File: config.mk
export PLATFORM = sky130hd
export DESIGN_NAME = if_stage
export DESIGN_NICKNAME = d
export VERILOG_FILES = /design/src/rtl/if_stage.sv
export SDC_FILE = /design/constraint.sdc
export NUM_CORES = 1
export LEC_CHECK = 0
export ABC_AREA = 0
export CAP_MARGIN = 0
export CORE_MARGIN = 2
export CORE_UTILIZATION = 35
export DETAILED_ROUTE_END_ITERATION = 8
export PLACE_DENSITY = 0.67
export SLEW_MARGIN = 5
export SYNTH_ARGS = -nofsm -noshare
export SYNTH_HDL_FRONTEND = slang
export SYNTH_SLANG_ARGS = --single-unit
File: constraint.sdc
create_clock -name clk -period 2.6 [get_ports clk]
set_input_delay 0.52 -clock clk [delete_from_list [all_inputs] [get_ports clk]]
set_output_delay 0.52 -clock clk [all_outputs]
set_load 0.02 [all_outputs]
File: src/rtl/if_stage.sv
// Instruction-fetch stage: holds the PC, picks the next PC (jr > jump > branch > pc+4),
// and registers the fetched word into IF/ID with stall, flush and redirect handling.
module if_stage #(
    parameter int unsigned           XLEN     = 32,
    parameter logic [XLEN-1:0]       RESET_PC = '0,
    parameter int unsigned           CNT_W    = 16,
    parameter logic [31:0]           NOP      = 32'h0000_0000
) (
    input  logic             clk,
    input  logic             rst_n,
    input  logic             stall,
    input  logic             flush,
    input  logic             branch_taken,
    input  logic [XLEN-1:0]  branch_target,
    input  logic             jump,
    input  logic [25:0]      jump_index,
    input  logic             jr,
    input  logic [XLEN-1:0]  jr_target,
    output logic [XLEN-1:0]  imem_addr,
    input  logic [31:0]      imem_rdata,
    output logic [31:0]      ifid_instr,
    output logic [XLEN-1:0]  ifid_pc_plus_4,
    output logic             ifid_valid,
    output logic             misalign,
    output logic [CNT_W-1:0] fetch_count
);

    logic [XLEN-1:0] pc;
    logic [XLEN-1:0] pc_plus_4;
    logic [XLEN-1:0] jump_target;
    logic [XLEN-1:0] raw_target;
    logic [XLEN-1:0] redirect_pc;
    logic            redirect;
    logic            target_misaligned;
    logic            count_full;

    assign imem_addr   = pc;
    assign pc_plus_4   = pc + XLEN'(4);
    assign jump_target = {ifid_pc_plus_4[XLEN-1:28], jump_index, 2'b00};
    assign redirect    = jr | jump | branch_taken;
    assign count_full  = (fetch_count == {CNT_W{1'b1}});

    always_comb begin
        raw_target = pc_plus_4;
        if (jr)
            raw_target = jr_target;
        else if (jump)
            raw_target = jump_target;
        else if (branch_taken)
            raw_target = branch_target;
    end

    // Targets are word-aligned by dropping the low bits; the dropped bits flag misalign.
    assign redirect_pc       = {raw_target[XLEN-1:2], 2'b00};
    assign target_misaligned = redirect & (raw_target[1:0] != 2'b00);

    always_ff @(posedge clk) begin
        if (!rst_n) begin
            pc             <= RESET_PC;
            ifid_instr     <= NOP;
            ifid_pc_plus_4 <= '0;
            ifid_valid     <= 1'b0;
            fetch_count    <= '0;
            misalign       <= 1'b0;
        end else begin
            misalign <= target_misaligned;
            if (redirect) begin
                pc             <= redirect_pc;
                ifid_instr     <= NOP;
                ifid_pc_plus_4 <= '0;
                ifid_valid     <= 1'b0;
            end else if (flush) begin
                ifid_instr     <= NOP;
                ifid_pc_plus_4 <= '0;
                ifid_valid     <= 1'b0;
                if (!stall)
                    pc <= pc_plus_4;
            end else if (!stall) begin
                pc             <= pc_plus_4;
                ifid_instr     <= imem_rdata;
                ifid_pc_plus_4 <= pc_plus_4;
                ifid_valid     <= 1'b1;
                if (!count_full)
                    fetch_count <= fetch_count + CNT_W'(1);
            end
        end
    end

endmodule

==> qor.yml, run 1 <==
rsz0062_at_grt: "no"
wl_per_cell_um: 17.6
yosysTopAreaCell: "dfxtp_1"
finalPower_w: 0.00411
dpl.hpwl_mm: 15.2
detail_route.iter0.violations: 352
switchingPower_w: 0.00102
p_int_w: 0.00308
grt_max_degree: 54
synth_cell_types: 59
wirelength_mm: 19.7
stdcell_area_um2: 8710
max-slew-margin-rel: 0.638
grt_overflow_total: 0
synth_area_um2: 5630
portBuffers: 238
synth_area_leaders: "dfxtp_1 39%, mux2i_1 6.0%, o21ai_0 4.8%"
track_usage: 0.227
yosys_most_used_dff: "dfxtp_1"
setup_violations: 0
antenna_cells: 0
yosysMostFrequentCell: "dfxtp_1"
worstPathRequired_ns: 2.86
dr.pass1.iters: 4
max_clock_freq_mhz: 445
ys_async_sr_fraction: 0
status: "complete, no violations"
crit_path_top_delay_cell: "dfxtp_1"
clk_latency_ns: 0.35
cts_setup_buffers: 0
seq_power_share: 0.437
r2r-start: "imem_addr[5]$_SDFFE_PN0P_"
syn_to_final_growth_pct: 54.7
ys_ff_latch: 110
path_clk_slew_ns: 0.07
netlist_instances: 663
clock_power_share: 0.388
antenna_found_initial: 1
io_pins: 243
ys_top_cells_by_count: "110 x dfxtp_1, 65 x nor2_1, 54 x o21ai_0"
path_cells: "nand4_1 > nor2_1 > nor4b_1 > buf_4 > mux2_2 > nor3_1"
cts_resized: 0
setup.worst_path.class: "register to register"
ys_warn_count: 0
worst_setup_path_end_kind: "register"
finalCriticalPeriod_ns: 2.25
via_per_inst: 5.15
grt_pass1_wl_mm: 30.0
vias: 5754
nets: 1028
startpoint_type: "register"
ys_seq_area_frac: 0.391
crit_start: "imem_addr[5]$_SDFFE_PN0P_"
sw_frac_of_total: 0.249
max_stage_delay_ns: 0.57
cts_buffers: 9
row_count: 46
leakagePower_nw: 3.11
cts_hold_buf: 0
clock_path_buffers: 2
p_per_area_nw_per_um2: 472
drv_slew: 0
crit_arrival_ns: 2.51
cp_max_fo: 8
ir_worst_vdd_uv: 315
clock_skew_ns: 0.00342
clockRootBuffer: "clkbuf_16"
synth_edf_count: 0
hold_viol: 0
max_cap_viol_count: 0
drtAntennaViolNets: 0
die_w_um: 131
tightestPinTransition_ns: 0.541
initial_utilization: 0.356
synth_top_area_frac: 0.391
pwr-share-comb: 0.175
worstHoldStart: "ifid_valid$_SDFFE_PP0N_"
dpl_cell_area_um2: 8370
route.detailed.drc: 0
cts_tree: "built"
fin_setup_tns_ns: 0
die_h_um: 131
clkSinkCount: 110
finalCritPeriodShare: 0.864
hold_class: "register to register"
dieArea_um2: 17100
drive_above_1_share: 0.0788
gp_congestion: 0.874
synth.avg_cell_area_um2: 8.49
whs_ns: 0.462
h-tree-depth: 3
core_um2: 15800
grt_pass1_vias: 5526
## metrics by stage
step,setup slack (ns),cells,util
after floorplan,0.430,666,-
after global placement,0.164,1102,0.529
after detailed placement,0.128,1102,0.529
after CTS,0.416,1117,0.550
after global routing,0.140,1117,0.550
final,0.354,1117,0.550
## sequential cells by signal, indices dropped and copies added (netlist names)
register,flops
imem_addr,30
ifid_instr,32
ifid_valid,1
ifid_pc_plus_4,30
fetch_count,16
misalign,1
## per-layer routing
layer | vias up | part of all wire | routed length [µm] | global-route usage
li1 | 2860 | - | - | -
met2 | 201 | 0.46 | 9160 | 0.357
met4 | 0 | 0.020 | 396 | 0.0720
met1 | 2668 | 0.44 | 8720 | 0.308
met5 | - | 0 | 0 | 0
met3 | 25 | 0.073 | 1440 | 0.0554
## final cells by class
type,instances,area [µm²]
tap,216,270
inverter,8,30.0
clock buffer,11,243
timing repair buffer,276,2700
fill,1521,7120
multi-input combinational,492,3170
sequential,110,2200
clock inverter,4,95.1
## cells by family (layout without fill, tap and decap cells)
logic type,after synthesis,count (layout),share of synthesized area
AO/OA/AOI/OAI,174,174,0.194
XOR/XNOR,51,51,0.0794
adder cells (fa/ha/maj),2,2,0.00444
buffers and inverters,64,299,0.0491
flip-flops,110,110,0.391
multiplexers,35,35,0.0625
other,1,4,0.000666
AND/OR/NAND/NOR,226,226,0.219
## cells in the final DEF, fill, tap and decap left out, types with 17 or more instances in the layout
| master | synthesis | layout |
|---|---|---|
| nand3_1 | 21 | 21 |
| o21ai_0 | 54 | 54 |
| xor2_1 | 25 | 25 |
| nand4_1 | 17 | 17 |
| xnor2_1 | 26 | 26 |
| nand2_1 | 38 | 38 |
| dfxtp_1 | 110 | 110 |
| nor2_1 | 65 | 65 |
| clkdlybuf4s50_1 | 0 | 236 |
| mux2i_1 | 34 | 34 |
| a21oi_1 | 46 | 46 |
| buf_4 | 4 | 35 |
## final timing paths
kind | depth (start not counted) | endpoint | slack (ns)
worst max-delay path | 6 | imem_addr[28]$_SDFFE_PN0P_ | 0.35
worst min-delay path | 1 | ifid_valid$_SDFFE_PP0N_ | 0.46
worst min register to register | 1 | ifid_valid$_SDFFE_PP0N_ | 0.46
worst max register to register | 6 | imem_addr[28]$_SDFFE_PN0P_ | 0.35
## critical path: cells and delay by family (launching register included)
| kind | cells | cell delay (ns) |
|---|---|---|
| simple gates | 4 | 1.08 |
| buf+inv | 1 | 0.19 |
| mux | 1 | 0.32 |
| flops | 1 | 0.57 |
## power by group through the flow
stage	clock (W)	combinational (W)	sequential, W
2_1_floorplan	0	0.000286	0.00186
3_3_place_gp	0	0.000716	0.00183
3_5_place_dp	0	0.000718	0.00183
4_1_cts	0.00162	0.000721	0.00179
5_1_grt	0.00167	0.000772	0.00180
6_report	0.00159	0.000719	0.00179
Note: power is estimated with default switching activity, not from simulation.
==> inputs of run 2 (changes only) <==
CTS_CLUSTER_DIAMETER = 80   (was unset)
REMOVE_ABC_BUFFERS = 1   (was unset)
==> run 2 against run 1 <==
Wire length grew 1.1%. Flip-flop and latch count did not move. Die area stayed put. Non-clock buffer count is 3 lower. First-iteration DRC count shrank 22%. Clock-buffer cell count unchanged. Critical path depth decreased by 1. Hold slack worse by 0.0071 ns. Critical path type unchanged. Largest power group unchanged. Highest routed layer unchanged.
==> qor.yml, run 2 (synthesized netlist as in run 1, its figures left out) <==
finalCriticalPeriod_ns: 2.34  # +0.0910 ns
max_stage_delay_ns: 0.55  # -0.02 ns
cts_hold_buf: 0  # unchanged
grt_max_degree: 42  # -22%
portBuffers: 238  # unchanged
drv_slew: 0  # unchanged
r2r-end: "imem_addr[28]$_SDFFE_PN0P_"
grt_pass1_wl_mm: 30.4  # +1.3%
wl_per_cell_um: 17.9  # +1.4%
tightestPinTransition_ns: 0.605  # +0.0641 ns
worst_setup_path_end_kind: "register"
cp_max_fo: 8  # unchanged
track_usage: 0.234  # +0.00725
hold_viol: 0  # unchanged
endpoint: "imem_addr[28]$_SDFFE_PN0P_"
dpl.hpwl_mm: 14.6  # -3.9%
max_clock_freq_mhz: 428  # -3.9%
status: "complete, no violations"
ir_worst_vdd_uv: 260  # -17%
h-tree-depth: 3  # unchanged
crit_start: "imem_addr[5]$_SDFFE_PN0P_"
clk_latency_ns: 0.36  # about the same
cts_buffers: 9  # unchanged
cts_tree: "built"
hold_class: "register to register"
clkSinkCount: 110  # unchanged
worstPathRequired_ns: 2.88  # +0.02 ns
gp_congestion: 0.829  # -5.1%
nets: 1025  # -0.29%
detail_route.iter0.violations: 273  # -22%
die_h_um: 131  # unchanged
leakagePower_nw: 3.07  # -1.3%
setup.worst_path.class: "register to register"
crit_arrival_ns: 2.62  # +0.11 ns
setup_violations: 0  # unchanged
clock_skew_ns: 0.00697  # +0.00355 ns
die_w_um: 131  # unchanged
wirelength_mm: 19.9  # +1.1%
finalCritPeriodShare: 0.899  # +0.0350
mostFrequentLayoutCells: "236 x clkdlybuf4s50_1, 110 x dfxtp_1, 65 x nor2_1"
largest_reg_flops: 32  # unchanged
antenna_found_initial: 0  # -1
path_cells: "nand4_1 > nor2_1 > nor4b_1 > mux2_2 > nor3_1"
grt_overflow_total: 0  # unchanged
clock_path_buffers: 2  # unchanged
io_pins: 243  # unchanged
final_cells: 1114  # -0.27%
max-slew-margin-rel: 0.591  # -0.0471
syn_to_final_growth_pct: 53.5
dieArea_um2: 17100  # unchanged
antenna_cells: 0  # unchanged
r2r-start: "imem_addr[5]$_SDFFE_PN0P_"
r2r_setup_slack_ns: 0.26  # -0.09 ns
r2r_cells: 5  # -1
startpoint_type: "register"
worstHoldStart: "ifid_valid$_SDFFE_PP0N_"
path_clk_slew_ns: 0.07  # about the same
drive_above_1_share: 0.0768  # -0.00196
clockRootBuffer: "clkbuf_16"
dr.pass1.iters: 4  # unchanged
vias: 5793  # +0.68%
crit_path_top_delay_cell: "dfxtp_1"
p_per_area_nw_per_um2: 452  # -4.1%
route.detailed.drc: 0  # unchanged
dp_cells: 1099  # -0.27%
initial_utilization: 0.356  # unchanged
final_common_cell: "clkdlybuf4s50_1"
post-route-util: 0.546  # -0.00411
grt_pass1_vias: 5600  # +1.3%
row_count: 46  # unchanged
cts_setup_buffers: 0  # unchanged
max_cap_viol_count: 0  # unchanged
regMostFlops: "ifid_instr"
via_per_inst: 5.20  # +0.95%
fin_setup_tns_ns: 0  # unchanged
core_um2: 15800  # unchanged
cts_resized: 0  # unchanged
rsz0062_at_grt: "no"
drtAntennaViolNets: 0  # unchanged
[run 2: cell count changes in the layout (fill, tap and decap cells not counted)]
cell	delta
buf_2	-1
buf_4	-2
bufinv_16	-2
clkinv_2	+1
clkinvlp_4	+1
nor2b_1	-1
nor2b_2	+1
[run 2: how the worst min path moves through the flow]
stage / end / slack [ns] / depth (start not counted)
after floorplan: ifid_pc_plus_4[4]$_SDFFE_PP0N_ / 0.54 / 2
after global placement: ifid_valid$_SDFFE_PP0N_ / 0.45 / 1
after detailed placement: ifid_valid$_SDFFE_PP0N_ / 0.45 / 1
after CTS: ifid_valid$_SDFFE_PP0N_ / 0.46 / 1
after global routing: ifid_pc_plus_4[4]$_SDFFE_PP0N_ / 0.48 / 2
final: ifid_valid$_SDFFE_PP0N_ / 0.46 / 1
[run 2: metrics by stage]
| stage | total power [W] | area [µm²] | setup slack (ns) | hold slack, ns |
|---|---|---|---|---|
| finish | 0.00391 | 8640 | 0.263 | 0.455 |
| CTS | 0.00395 | 8640 | 0.298 | 0.464 |
| global route | 0.00406 | 8640 | 0.0802 | 0.477 |
| detailed placement | 0.00255 | 8350 | 0.109 | 0.448 |
| global placement | 0.00254 | 8350 | 0.121 | 0.448 |
| floorplan | 0.00209 | 5390 | 0.222 | 0.536 |
[run 2: per-layer routing]
layer,vias to the layer above,wire length [µm],GRT usage
met4,0,314,0.0651
li1,2856,-,-
met2,215,8910,0.378
met3,22,1810,0.0847
met1,2700,8900,0.296
met5,-,0,0
[run 2: critical path: cells and delay by family (launching register included)]
family / cells / cell delay (ns)
and+or+nand+nor: 4 / 1.31
DFF: 1 / 0.55
muxes: 1 / 0.40
[run 2: power by group]
part / internal [W] / switching (W) / total (W)
Sequential: 0.00173 / 0.0000707 / 0.00180
Combinational: 0.000387 / 0.000321 / 0.000708
Clock: 0.000766 / 0.000635 / 0.00140
[run 2: layout make-up]
| cell class | instances | area [µm²] |
|---|---|---|
| Inverter | 8 | 30.0 |
| Timing Repair Buffer | 273 | 2680 |
| Tap cell | 216 | 270 |
| Sequential cell | 110 | 2200 |
| Fill cell | 1490 | 7190 |
| Multi-Input combinational cell | 492 | 3170 |
| Clock inverter | 4 | 47.5 |
| Clock buffer | 11 | 243 |
